## src/rtl/bcd_count_driver.sv

```systemverilog
// Load a BCD digit into a JK ripple decade counter as N count pulses and read it back.
// Define BCD_DRV_READBACK_EN to build the synchroniser, settle wait and readback compare.
module bcd_count_driver #(
  parameter int PULSE_HI = 2,
  parameter int PULSE_LO = 2,
  parameter int SETTLE   = 4
) (
  input  logic       clock,
  input  logic       reset,
  input  logic       start,
  input  logic [3:0] digit,
  input  logic       q1,
  input  logic       q2,
  input  logic       q4,
  input  logic       q8,
  output logic       ctr_count,
  output logic       ctr_reset_n,
  output logic       busy,
  output logic       done,
  output logic       match,
  output logic       error
);

  localparam int MAX_HL = (PULSE_HI > PULSE_LO) ? PULSE_HI : PULSE_LO;
  localparam int MAX_T  = (MAX_HL > SETTLE) ? MAX_HL : SETTLE;
  localparam int TW     = $clog2(MAX_T) + 1;

  localparam logic [TW-1:0] CLR_LD = TW'(1);
  localparam logic [TW-1:0] HI_LD  = TW'(PULSE_HI - 1);
  localparam logic [TW-1:0] LO_LD  = TW'(PULSE_LO - 1);

  typedef enum logic [2:0] {
    S_IDLE, S_CLEAR, S_HIGH, S_LOW, S_SETTLE, S_CHECK
  } state_t;

  // Where the FSM goes once the last pulse (or the clear, for digit 0) is finished.
`ifdef BCD_DRV_READBACK_EN
  localparam state_t        TAIL    = S_SETTLE;
  localparam logic [TW-1:0] TAIL_LD = TW'(SETTLE - 1);
`else
  localparam state_t        TAIL    = S_CHECK;
  localparam logic [TW-1:0] TAIL_LD = '0;
`endif

  state_t          state, state_nxt;
  logic [TW-1:0]   timer, timer_nxt;
  logic [3:0]      n, n_nxt;
  logic            count_nxt, reset_n_nxt, busy_nxt, done_nxt, match_nxt, error_nxt;
  logic            accept;

`ifdef BCD_DRV_READBACK_EN
  logic [3:0] q_sync_p0, q_sync_p1;
  logic [3:0] digit_lat;

  // Stage p0/p1: two-flop synchroniser on the asynchronous ripple outputs
  always_ff @(posedge clock) begin
    q_sync_p0 <= {q8, q4, q2, q1};
    q_sync_p1 <= q_sync_p0;
    if (accept) digit_lat <= digit;
  end
`else
  logic unused_q;
  assign unused_q = ^{q8, q4, q2, q1};
`endif

  assign accept = (state == S_IDLE) && start && (digit <= 4'd9);

  always_comb begin
    state_nxt = state;
    timer_nxt = timer;
    n_nxt     = n;
    error_nxt = 1'b0;
    case (state)
      S_IDLE: begin
        if (start) begin
          if (digit <= 4'd9) begin
            state_nxt = S_CLEAR;
            timer_nxt = CLR_LD;
            n_nxt     = digit;
          end else begin
            error_nxt = 1'b1;
          end
        end
      end
      S_CLEAR: begin
        if (timer == '0) begin
          if (n != 4'd0) begin
            state_nxt = S_HIGH;
            timer_nxt = HI_LD;
          end else begin
            state_nxt = TAIL;
            timer_nxt = TAIL_LD;
          end
        end else begin
          timer_nxt = timer - 1'b1;
        end
      end
      S_HIGH: begin
        if (timer == '0) begin
          state_nxt = S_LOW;
          timer_nxt = LO_LD;
        end else begin
          timer_nxt = timer - 1'b1;
        end
      end
      S_LOW: begin
        if (timer == '0) begin
          n_nxt = n - 4'd1;
          if (n == 4'd1) begin
            state_nxt = TAIL;
            timer_nxt = TAIL_LD;
          end else begin
            state_nxt = S_HIGH;
            timer_nxt = HI_LD;
          end
        end else begin
          timer_nxt = timer - 1'b1;
        end
      end
      S_SETTLE: begin
        if (timer == '0) state_nxt = S_CHECK;
        else             timer_nxt = timer - 1'b1;
      end
      S_CHECK: state_nxt = S_IDLE;
      default: state_nxt = S_IDLE;
    endcase

    // Outputs are registered from the next state so they line up with the state itself.
    count_nxt   = (state_nxt == S_HIGH);
    reset_n_nxt = (state_nxt != S_CLEAR);
    busy_nxt    = (state_nxt != S_IDLE);
    done_nxt    = (state_nxt == S_CHECK);
`ifdef BCD_DRV_READBACK_EN
    match_nxt = match;
    if (accept)                  match_nxt = 1'b0;
    else if (state_nxt == S_CHECK) match_nxt = (q_sync_p1 == digit_lat);
`else
    match_nxt = 1'b0;
`endif
  end

  always_ff @(posedge clock) begin
    if (reset) begin
      state       <= S_IDLE;
      timer       <= '0;
      n           <= '0;
      ctr_count   <= 1'b0;
      ctr_reset_n <= 1'b0;
      busy        <= 1'b0;
      done        <= 1'b0;
      match       <= 1'b0;
      error       <= 1'b0;
    end else begin
      state       <= state_nxt;
      timer       <= timer_nxt;
      n           <= n_nxt;
      ctr_count   <= count_nxt;
      ctr_reset_n <= reset_n_nxt;
      busy        <= busy_nxt;
      done        <= done_nxt;
      match       <= match_nxt;
      error       <= error_nxt;
    end
  end

endmodule

```

## config.mk

```make
export PLATFORM = sky130hd
export DESIGN_NAME = bcd_count_driver
export DESIGN_NICKNAME = d
export VERILOG_FILES = /design/src/rtl/bcd_count_driver.sv
export SDC_FILE = /design/constraint.sdc
export NUM_CORES = 1
export LEC_CHECK = 0
export CORE_MARGIN = 8
export CORE_UTILIZATION = 50
export DETAILED_ROUTE_END_ITERATION = 7
export HOLD_SLACK_MARGIN = 0.03
export PLACE_DENSITY = 0.81
export REMOVE_ABC_BUFFERS = 1
export SKIP_CTS_REPAIR_TIMING = 1
export SLEW_MARGIN = 20
export SYNTH_ARGS = -nofsm -noshare
export SYNTH_HDL_FRONTEND = slang
export SYNTH_SLANG_ARGS = --single-unit
export TNS_END_PERCENT = 30
```

## constraint.sdc

```tcl
create_clock -name clock -period 5.2 [get_ports clock]
set_input_delay 1.04 -clock clock [delete_from_list [all_inputs] [get_ports clock]]
set_output_delay 1.04 -clock clock [all_outputs]
set_load 0.02 [all_outputs]
```

Yosys cells after proc, flatten, opt, wreduce, memory -nomap -nowiden
Index checks and enable logic that the tools add are counted.
W data, S select, Z words.
{"block": "totals", "regBits": 15}
{"block": "op_classes", "n_eq_ne": 12, "n_lt_le_gt_ge": 1, "muxes": 23, "n_addsub": 2, "reduce_logical": 9, "bitwise": 2}
{"operator": "$mux W3", "n": 14}
{"operator": "$pmux W3 S5", "n": 2}
{"operator": "$mux W4", "n": 3}
{"operator": "$eq A3 B2 Y1 const B", "n": 3}
{"operator": "$pmux W4 S2", "n": 1}
{"operator": "$reduce_and A4 Y1", "n": 2}
{"operator": "$eq A3 B3 Y1 const B", "n": 2}
{"operator": "$logic_not A3 Y1", "n": 2}
{"operator": "$ne A2 B2 Y1 const B", "n": 3}
{"operator": "$reduce_bool A5 Y1", "n": 1}
{"operator": "$eq A4 B1 Y1 const B", "n": 1}
{"operator": "$le A4 B4 Y1 const B", "n": 1}
{"operator": "$reduce_bool A4 Y1", "n": 1}
{"operator": "$sub A4 B1 Y4 const B", "n": 1}
{"operator": "$eq A3 B1 Y1 const B", "n": 1}
{"operator": "$mux W1", "n": 3}
{"operator": "$ne A3 B1 Y1 const B", "n": 1}
{"operator": "$reduce_bool A3 Y1", "n": 1}
{"operator": "$reduce_or A3 Y1", "n": 1}
{"operator": "$sub A3 B1 Y3 const B", "n": 1}
{"operator": "$ne A2 B1 Y1 const B", "n": 1}
{"operator": "$not A1 Y1", "n": 2}
{"operator": "$reduce_bool A2 Y1", "n": 1}

Logic depth before layout (Yosys ltp)
Gate-level depths: netlist of run 1.
{"block": "logic_depth", "word_depth": 5, "depth_mapped": 8, "mapped_depth_nobuf": 7}

Least setup slack after synthesis of run 1
No wires, ideal clock.
{"block": "synth_timing", "path_type": "input-to-reg", "startpoint": "in start", "endpoint": "reg n[3]", "path_slack_ps": 3101, "arrival_time_ps": 1972, "path_buffers": 0, "t_required_ps": 5072, "path_stages": 5, "setup_ps": 128, "cell_sequence": "or4b_4 o22ai_4 o21ai_1 a22oi_1 nor2_1"}
{"block": "synth_between", "elab_chain_len": 2}
{"item": "from (decl)", "line": "10", "source": "input logic start,"}
{"item": "$ne A2 B2 Y1 (no source line)"}
{"item": "$reduce_and A4 Y1 (no source line)"}
{"item": "to (signal assigned)", "line": "156", "source": "n <= n_nxt;"}
{"item": "to (decl)", "line": "47", "source": "logic [3:0] n, n_nxt;"}
No other way between the ends.
A chain may end at the register's enable or synchronous reset.

Worst setup path in the final report of run 1
{"block": "layout_timing", "startpoint": "in start", "endpoint": "reg n[2]"}
The elaborated chain is that of the path after synthesis.

==> results of run 1 <==
cells by family (layout without fill, tap and decap cells):
| group | Yosys count | after routing | share of synthesized area |
|---|---|---|---|
| buffers and inverters | 12 | 20 | 0.06755 |
| flip-flops | 15 | 15 | 0.3179 |
| XOR/XNOR | 1 | 1 | 0.009273 |
| other | 1 | 1 | 0.003970 |
| AO/OA/AOI/OAI | 31 | 31 | 0.2371 |
| AND/OR/NAND/NOR | 47 | 47 | 0.2768 |
| adder cells (fa/ha/maj) | 5 | 5 | 0.06623 |
| multiplexers | 2 | 2 | 0.02119 |
Yosys cell counts, types with 2 or more instances:
cell       instances
nand2_1            7
dfxtp_1           15
inv_1              5
nand2b_1           5
ha_1               5
nor3_1             4
a21oi_1            8
o21ai_1            3
nor2_1            14
o22ai_1            2
a22oi_1            3
and2_1             2
buf_4              3
a2111oi_0          2
nor2b_1            4
o21ai_0            2
mux2i_1            2
or3_1              2
clkbuf_1           3
nand4_1            2
a31oi_1            2
registers in the layout, summed over array words and instances (netlist names):
signal and cells:
state 3, done 1, n 4, ctr_reset_n 1
error 1, timer 3, busy 1, ctr_count 1
worst reg2reg max path, cell delays in order (launching register included):
cell	delay [ps]
dfxtp_1	380
inv_1	80
ha_1	240
nand2b_1	290
xnor2_1	190
a2111oi_2	90
nor3_1	460
a31oi_1	150
layout make-up:
type,count,area [sq um]
multi-input combinational,87,580.6
tap,25,31.28
clock buffer,4,26.28
inverter,5,18.77
sequential,15,300.3
timing repair buffer,11,110.1
fill,142,678.2
per-stage QoR:
step | setup slack [ps] | instance area, sq um | utilization | instances | total power [mW]
global route | 2650 | 1067 | 0.6115 | 147 | 0.5901
global placement | 2500 | 1041 | 0.5964 | 143 | 0.4704
CTS | 2775 | 1067 | 0.6115 | 147 | 0.5480
floorplan | 3111 | 899.6 | - | 107 | 0.4053
finish | 2765 | 1067 | 0.6115 | 147 | 0.5483
detailed placement | 2486 | 1041 | 0.5964 | 143 | 0.4783
power by group:
| part | internal, mW | switching (mW) |
|---|---|---|
| clock | 0.0297 | 0.0388 |
| combinational | 0.132 | 0.164 |
| sequential | 0.145 | 0.0386 |
| total | 0.307 | 0.241 |
path summary, 6_finish.rpt:
path	cells after the start	end	slack [ps]	from
worst max-delay path	6	n[2]$_SDFFE_PP0P_	2760	start
worst min-delay path	1	timer[0]$_SDFFE_PP0P_	520	timer[0]$_SDFFE_PP0P_
worst max register to register	7	busy$_SDFF_PP0_	3200	timer[0]$_SDFFE_PP0P_
worst min register to register	1	timer[0]$_SDFFE_PP0P_	520	timer[0]$_SDFFE_PP0P_
layer usage:
metal,vias up,part of all wire,GRT usage
met5,-,0,0
met4,0,0.011,0.03754
met3,4,0.071,0.03254
met2,25,0.43,0.1757
met1,385,0.48,0.1353
li1,419,-,-
==> results.ini, run 1 <==
[run_status]
outcome = finished clean

[final_layout]
mostFrequentLayoutCells = dfxtp_1 (15), nor2_1 (14), clkdlybuf4s50_1 (11)
final_common_cell = dfxtp_1
final_nets = 139
drive_above_1_share = 0.07377
syn2layout_area_growth_pct = 12.98
n_antenna_cell = 0

[critical_path]
cp_num_buf_inv = 1
slowest_delay_ps = 510
critPathLaunchType = input pin
path_cells = clkdlybuf4s50_1 > or4b_4 > o22ai_4 > o21ai_1 > a22oi_1 > nor2_1
endpoint_kind = flip-flop
crit_required_ps = 5360
critPathSlowestCell = clkdlybuf4s50_1
critPathKind = input pin to flip-flop
crit_family = simple AND/OR/NAND/NOR gates
cp_max_fo = 9
arrival_ps = 2590

[global_routing]
grt_max_degree = 16
grt_pass1_vias = 715
grtUsageTotal = 0.1100
grt_pass1_wl_mm = 3.146
antenna_found_initial = 0
overflow = 0

[synth]
syn_area_sq_um = 944.7
synth_edf_count = 0
yosysTopAreaCell = dfxtp_1
synthArstFlopShare = 0
synth_ff_type = dfxtp_1
yosysSeqAreaShare = 0.3179
synth_area_leaders = dfxtp_1 (32%), ha_1 (6.6%), nor2_1 (5.6%)
yosys_warnings = 0
synth_cell_types = 40
avgSynthCellArea_sq_um = 8.286
synthCells = 114
synth.ff_latch_count = 15
synth_top_area_share = 0.3179

[timing]
maxSlewHeadroom = 0.6239
clock_skew_ps = 2.132
rsz0062_at_grt = no
hold_viol_final = 0
timing.fmax_mhz = 410.7
final.period_utilization = 0.4683
min_period_ps = 2435
hold_ws_ps = 522.8
setup_viol = 0
final.setup.tns_ps = 0
maxSlewViolCount = 0
tightest_slew_ps = 559.8

[power]
power.density_nw_per_um2 = 513.7
p_leak_nw = 0.4086
peakVddDrop_mv = 0.2972

[clocking]
cts_made_buffers = 3
cts_buffer_depth = 2
cts_tree = done
htree_levels = 1
clk_latency_ps = 280
cts.reportedPaths.clkPinSlew_ps = 90
root_buffer = clkbuf_4
clock-sinks = 15

[floorplanning]
start_util = 0.5412
num_rows = 15
die_area_sq_um = 3536
pin_count = 17
die_y_um = 59.47
die_width_um = 59.47
core_area_sq_um = 1745

[route]
ant_nets = 0
firstDrtPassIters = 4
drtIter0Drc = 24
post_drt_wl_per_cell_um = 13.12
vias_per_cell = 5.667
wl_mm = 1.928
drc = 0
num_vias = 833

[placement]
gp_congestion = 0.7730
io_buffers = 11
hpwlAfterDp_mm = 1.427

[run]
maxCapViolations = 0

[min_path]
hp-class = flip-flop to flip-flop

Power figures use the tool's default switching activity.
==> run 2: changes to the inputs <==
Settings changed: CORE_UTILIZATION 50 to 46, PLACE_DENSITY 0.81 to 0.78.
Clock period 5.2 ns to 2.1 ns, I/O delays scaled along.
==> results.ini, run 2 (same netlist as run 1, synthesis figures left out) <==
[run_status]
outcome = finished clean

[timing]
min_period_ps = 1932
clock_skew_ps = 11.24
maxSlewViolCount = 0
setup_viol = 0
timing.fmax_mhz = 517.7
final.setup.tns_ps = 0
final.period_utilization = 0.9198
hold_viol_final = 0
rsz0062_at_grt = no

[route]
met3_length_um = 103
vias_per_cell = 5.255
drtIter0Drc = 21
met2_wirelength_um = 885
num_vias = 804
ant_nets = 0
drc = 0
post_drt_wl_per_cell_um = 12.93
wl_met1_um = 965
wl_mm = 1.979
firstDrtPassIters = 4
maxUsedRoutingLayer = met4

[final_layout]
largest_reg_flops = 4
largestRegisters = n x4, state x3, timer x3
fin_util = 0.5689
final_nets = 143
regMostFlops = n
n_antenna_cell = 0
syn2layout_area_growth_pct = 16.95
final_common_cell = dfxtp_1
mostFrequentLayoutCells = dfxtp_1 (15), nor2_1 (14), clkdlybuf4s50_1 (11)
drive_above_1_share = 0.1111

[global_routing]
grt_pass1_wl_mm = 3.505
grtUsageTotal = 0.1223
antenna_found_initial = 0
grt_pass1_vias = 790
grt_max_degree = 15
overflow = 0

[critical_path]
arrival_ps = 2140
cp_num_buf_inv = 1
crit_required_ps = 2310
critPathSlowestCell = or3_1
endpoint_kind = flip-flop
slowest_delay_ps = 420
path_cells = inv_1 > ha_1 > nand2b_1 > a2111oi_1 > a21oi_1 > or3_1 > a31oi_1
crit_family = simple AND/OR/NAND/NOR gates
critPathLaunchType = flip-flop
cp_max_fo = 7
critPathKind = flip-flop to flip-flop

[clocking]
cts_buffer_depth = 2
cts_made_buffers = 3
root_buffer = clkbuf_4
clock-sinks = 15
clk_latency_ps = 290
cts_tree = done
cts.reportedPaths.clkPinSlew_ps = 80
htree_levels = 1

[floorplanning]
core_area_sq_um = 1942
start_util = 0.4865
die_area_sq_um = 3760
die_width_um = 61.32
die_y_um = 61.32
pin_count = 17
num_rows = 16

[placement]
hpwlAfterDp_mm = 1.499
io_buffers = 11
gp_congestion = 0.8098

[min_path]
hp-class = flip-flop to flip-flop

[power]
power_mw = 1.374
peakVddDrop_mv = 0.7366
p_leak_nw = 0.4284
power.density_nw_per_um2 = 1243

[run]
maxCapViolations = 0

-- run 2: path summary, 6_finish.rpt --
check                                            from                    end  slack [ps]  cells after the start
worst max-delay path            timer[0]$_SDFFE_PP0P_        busy$_SDFF_PP0_         170                      7
worst min-delay path            timer[0]$_SDFFE_PP0P_  timer[0]$_SDFFE_PP0P_         520                      1
worst max register to register  timer[0]$_SDFFE_PP0P_        busy$_SDFF_PP0_         170                      7
worst min register to register  timer[0]$_SDFFE_PP0P_  timer[0]$_SDFFE_PP0P_         520                      1
-- run 2: worst reg2reg max path: stages, from the launching register on --
cell,delay [ps]
dfxtp_1,340
inv_1,80
ha_1,210
nand2b_1,230
a2111oi_1,330
a21oi_1,110
or3_1,420
a31oi_1,150
-- run 2: through the flow --
step | setup slack [ps] | cells | area (sq um) | hold WS (ps)
floorplan | 381.3 | 107 | 899.6 | 460.4
finish | 168.3 | 153 | 1105 | 519.2
global placement | 44.17 | 149 | 1074 | 478.8
global route | 30.82 | 153 | 1105 | 560.3
detailed placement | 27.15 | 149 | 1074 | 515.3
CTS | 66.58 | 153 | 1100 | 527.7
-- run 2: routing by layer --
| layer | GRT usage | vias to the layer above |
|---|---|---|
| met3 | 0.02505 | 4 |
| met5 | 0 | - |
| met4 | 0.05980 | 0 |
| li1 | - | 428 |
| met1 | 0.1522 | 353 |
| met2 | 0.1940 | 19 |
-- run 2: area by class of cell --
type                    count  area (sq um)
fillers                   177         837.1
clock buffers               4         26.28
flip-flops and latches     15         300.3
repair buffers             15         140.1
multi-input cells          87         585.6
well taps                  27         33.78
inverters                   5         18.77
-- run 2: power by group --
group          switching [mW]  internal (mW)  leakage [nW]
combinational           0.411          0.336         0.291
sequential             0.0978          0.360         0.123
clock                  0.0953         0.0738        0.0150
total                   0.604          0.770         0.428
